**src/rtl/fetch_unit.sv**
```systemverilog
// Instruction fetch stage: owns the fetch PC, buffers {pc, instr} pairs for decode.
// Optional misaligned-redirect trap enabled by defining FETCH_MISALIGN_TRAP_EN.
module fetch_unit #(
  parameter logic [31:0] RESET_PC   = 32'h0000_0000,
  parameter int unsigned FIFO_DEPTH = 2
) (
  input  logic        clk,
  input  logic        rst_n,
  output logic [31:0] iaddr,
  input  logic [31:0] idata,
  input  logic        redirect_valid,
  input  logic [31:0] redirect_pc,
  output logic        out_valid,
  input  logic        out_ready,
  output logic [31:0] out_pc,
  output logic [31:0] out_instr,
  output logic        misalign_exc
);

  localparam int unsigned PW      = $clog2(FIFO_DEPTH);
  localparam logic [PW:0] DEPTH_C = (PW+1)'(FIFO_DEPTH);
  localparam logic [31:0] NOP     = 32'h0000_0013;

  localparam logic [0:0] RUN  = 1'b0;
  localparam logic [0:0] HALT = 1'b1;

  logic [31:0]   fpc_q, fpc_d;
  logic [PW-1:0] wr_q, wr_d, rd_q, rd_d;
  logic [PW:0]   cnt_q, cnt_d;
  logic [0:0]    state_q, state_d;
  logic [31:0]   pcs_q    [FIFO_DEPTH];
  logic [31:0]   instrs_q [FIFO_DEPTH];

  logic        pop, push, misaligned;
  logic [31:0] target;

`ifdef FETCH_MISALIGN_TRAP_EN
  assign target     = redirect_pc;
  assign misaligned = (redirect_pc[1:0] != 2'b00);
`else
  // Without the trap, misaligned targets are silently aligned down.
  logic unused_low_bits;
  assign unused_low_bits = ^redirect_pc[1:0];
  assign target          = {redirect_pc[31:2], 2'b00};
  assign misaligned      = 1'b0;
`endif

  assign iaddr        = fpc_q;
  assign out_valid    = (cnt_q != '0);
  assign out_pc       = out_valid ? pcs_q[rd_q]    : '0;
  assign out_instr    = out_valid ? instrs_q[rd_q] : NOP;
  assign misalign_exc = (state_q == HALT);
  assign pop          = out_valid && out_ready;

  always_comb begin
    fpc_d   = fpc_q;
    wr_d    = wr_q;
    rd_d    = rd_q;
    cnt_d   = cnt_q;
    state_d = state_q;
    push    = 1'b0;
    if (redirect_valid) begin
      // A concurrent pop is still a completed transfer; the flush discards the rest.
      cnt_d = '0;
      wr_d  = '0;
      rd_d  = '0;
      if (misaligned) begin
        state_d = HALT;
      end else begin
        state_d = RUN;
        fpc_d   = target;
      end
    end else begin
      push = (state_q == RUN) && ((cnt_q < DEPTH_C) || pop);
      if (push) begin
        wr_d  = wr_q + 1'b1;
        fpc_d = fpc_q + 32'd4;
      end
      if (pop) begin
        rd_d = rd_q + 1'b1;
      end
      if (push && !pop) begin
        cnt_d = cnt_q + 1'b1;
      end else if (pop && !push) begin
        cnt_d = cnt_q - 1'b1;
      end
    end
  end

  always_ff @(posedge clk) begin
    if (!rst_n) begin
      fpc_q   <= RESET_PC;
      wr_q    <= '0;
      rd_q    <= '0;
      cnt_q   <= '0;
      state_q <= RUN;
    end else begin
      fpc_q   <= fpc_d;
      wr_q    <= wr_d;
      rd_q    <= rd_d;
      cnt_q   <= cnt_d;
      state_q <= state_d;
    end
  end

  always_ff @(posedge clk) begin
    if (push && rst_n) begin
      pcs_q[wr_q]    <= fpc_q;
      instrs_q[wr_q] <= idata;
    end
  end

endmodule

```
**config.mk**
```make
export PLATFORM = sky130hd
export DESIGN_NAME = fetch_unit
export DESIGN_NICKNAME = d
export VERILOG_FILES = /design/src/rtl/fetch_unit.sv
export SDC_FILE = /design/constraint.sdc
export NUM_CORES = 1
export LEC_CHECK = 0
export CAP_MARGIN = 15
export CORE_UTILIZATION = 50
export CTS_BUF_LIST = sky130_fd_sc_hd__clkbuf_4 sky130_fd_sc_hd__clkbuf_8
export CTS_CLUSTER_SIZE = 40
export DETAILED_ROUTE_END_ITERATION = 16
export DONT_BUFFER_PORTS = 1
export PLACE_DENSITY = 0.64
export SKIP_LAST_GASP = 1
export SYNTH_ARGS = -nofsm -noshare
export SYNTH_HDL_FRONTEND = slang
export SYNTH_SLANG_ARGS = --single-unit
```
**constraint.sdc**
```tcl
create_clock -name clk -period 9 [get_ports clk]
set_clock_uncertainty 0.05 [all_clocks]
set_input_delay 1.8 -clock clk [delete_from_list [all_inputs] [get_ports clk]]
set_output_delay 1.8 -clock clk [all_outputs]
set_load 0.03 [all_outputs]
```
==> results.toml <==
[synthesis]
yosys_warnings = 0
synth_area_leaders = "edfxtp_1, dfxtp_1, mux2i_1"
synth_common_cells = "edfxtp_1, nor2_1, mux2i_1, dfxtp_1, o21ai_0"
netlist_area_sq_um = 6665
synth.avg_cell_area_sq_um = 12.99
ys_seq_area_share_pct = 66.38
yosysUniqueCellTypes = 45
ys_seq_elements = 159
synth_edf_count = 124
synth_ff_type = "edfxtp_1"
synth_most_common_cell = "edfxtp_1"
synth_top_area_share_pct = 55.87
netlist_instances = 513
yosysTopAreaCell = "edfxtp_1"
synthArstFlopShare_pct = 0

[detailed_routing]
post_drt_wl_per_cell_um = 19.27
drt_iter0_drc = 312
drc = 0
detail-route-antenna-nets = 0
dr_total_vias = 4035
viasPerCell = 5.831
dr.pass1.iters = 4
wl_um = 13340

[placement]
dp_hpwl_um = 8450
portBuffers = 0
place_area_sq_um = 6795
gp_congestion = 0.7558
dpl.cell_count = 659

[global_route]
grt_pass1_vias = 4002
antenna_found_initial = 1
grt_max_degree = 63
grt_first_pass_wirelength_um = 21300
grt_use_total_pct = 20.17
grt_overflow = 0

[worst_setup_path]
crit_required_ps = 7150
r2r-start = "iaddr[4]"
critPathKind = "flop to primary output"
crit_path_end_kind = "primary output"
crit_fanout = 52
r2r_setup_slack_ps = 6310
start_kind = "flop"
r2r-end = "iaddr[22]"
r2r_cells = 4
cp.arrival_ps = 2350

[cells_and_area]
final_cells = 692
diodes = 0
stdcell_area_sq_um = 7254
area_delta_synth_final_pct = 8.842
drive_above_1_share_pct = 8.462
final_nets = 576

[clock_network]
holdBufCountCts = 0
path_clk_slew_ps = 70
clock_latency_ps = 440
cts-resized-gates = 0
cts.sinks = 159
clockBufferDepth = 2
cts_root_buffer = "clkbuf_8"
cts_inserted_buffers = 17
cts_tree = "built"
postCtsSetupRepairBufs = 0
htreeDepth = 4

[timing]
maxSlewHeadroom_pct = 26.33
tightest_slew_ps = 1105
period_needed_ps = 4203
rsz0062_at_grt = "false"
slew_violations = 0
setup_viol = 0
hold_viol = 0
setup_tns_ps = 0
fin_crit_sh_pct = 46.70
max_freq_ghz = 0.2379

[die]
core_region_area_sq_um = 12820
initial_utilization_pct = 51.97
die_width_um = 117.5
die_h_um = 117.5
core.rowCount = 41
die-area_sq_um = 13800
io_pins = 166

[hold_path]
timing.hold.worst_path_depth = 2
hp-class = "flop to flop"
hold_start = "rd_q"

[pwr]
power.density_nw_per_um2 = 211.0
irDropWorstVdd_uv = 118.3
leakage_nw = 2.314

[status]
status = "finished, final reports clean"

[job]
drv_cap = 0
worst max-delay path, cell delays in order, from the launching register on:
cell and delay (ps):
dfxtp_1 370, nor2_4 270, buf_4 530, inv_1 390
nand2_1 350
flip-flops by register name, indices dropped and copies added, names as in the netlist, named ones only:
register and flops:
pcs_q 60, cnt_q 2, instrs_q 64, rd_q 1, wr_q 1, iaddr 30
routing by layer:
metal / track usage (%) / wire (um) / vias up
met5: 0 / 13 / -
met4: 7.051 / 227 / 2
met3: 8.963 / 1162 / 18
met2: 33.03 / 6322 / 147
met1: 23.50 / 5608 / 1957
li1: - / - / 1911
layout by cell type, fill, tap and decap left out, types with 4 or more instances in the layout:
master and n:
edfxtp_1 124, nor2_1 69, mux2i_1 62, dfxtp_1 34, o21ai_0 26, nand2_1 21
clkbuf_8 17, a31oi_1 14, nand4_1 10, or4_1 10, nand3_1 9, o31ai_1 9
xnor2_1 8, nand2b_1 7, and4_1 7, inv_1 6, or3_1 6, o211a_1 6
a21oi_1 5, and2_1 5, and3_1 5, conb_1 5, bufinv_16 4, buf_4 4
logic make-up (layout without fill, tap and decap cells):
group	after synthesis	count (layout)	share of synthesized area, %
fa+ha+maj	1	1	0.1877
compound gates	72	72	7.133
simple gates	167	167	12.93
xor+xnor	11	11	1.446
flops	159	159	66.38
other cells	1	5	0.05626
buf+inv	40	43	2.553
mux	62	62	9.311
stage by stage:
stage / utilization (%) / worst slack [ps] / total power, mW / hold WS, ps
after detailed placement: 52.99 / 5049 / 0.9900 / 445.5
after global placement: 52.99 / 5133 / 0.9867 / 431.5
after global routing: 56.57 / 4597 / 1.591 / 535.0
final: 56.57 / 4797 / 1.531 / 464.0
after floorplan: - / 2082 / 0.9707 / 422.5
after CTS: 56.35 / 4716 / 1.544 / 468.5
area by class of cell:
class	instances	area [sq um]
multi-input combinational	318	2100
sequential	159	4428
clock buffer	18	241.5
clock inverter	14	190.2
tap	172	215.2
fill	1057	5570
inverter	6	22.52
timing repair buffer	5	57.56
power breakdown:
part	leakage (nW)	total [mW]	switching [mW]	internal, mW
Sequential	1.43	0.872	0.0486	0.824
Clock	0.210	0.558	0.253	0.305
Combinational	0.672	0.100	0.0722	0.0282
worst max path at each step:
stage / from / endpoint / slack, ps / cells past startpoint
6_report: cnt_q[1] / out_instr[1] / 4800 / 4
5_1_grt: cnt_q[1] / out_instr[0] / 4600 / 4
4_1_cts: cnt_q[1] / out_instr[1] / 4720 / 4
3_5_place_dp: out_ready / iaddr[26] / 5050 / 4
3_3_place_gp: out_ready / iaddr[20] / 5130 / 4
2_1_floorplan: redirect_valid / instrs_q[0][0] / 2080 / 3
Note: power is estimated with default switching activity, not from simulation.
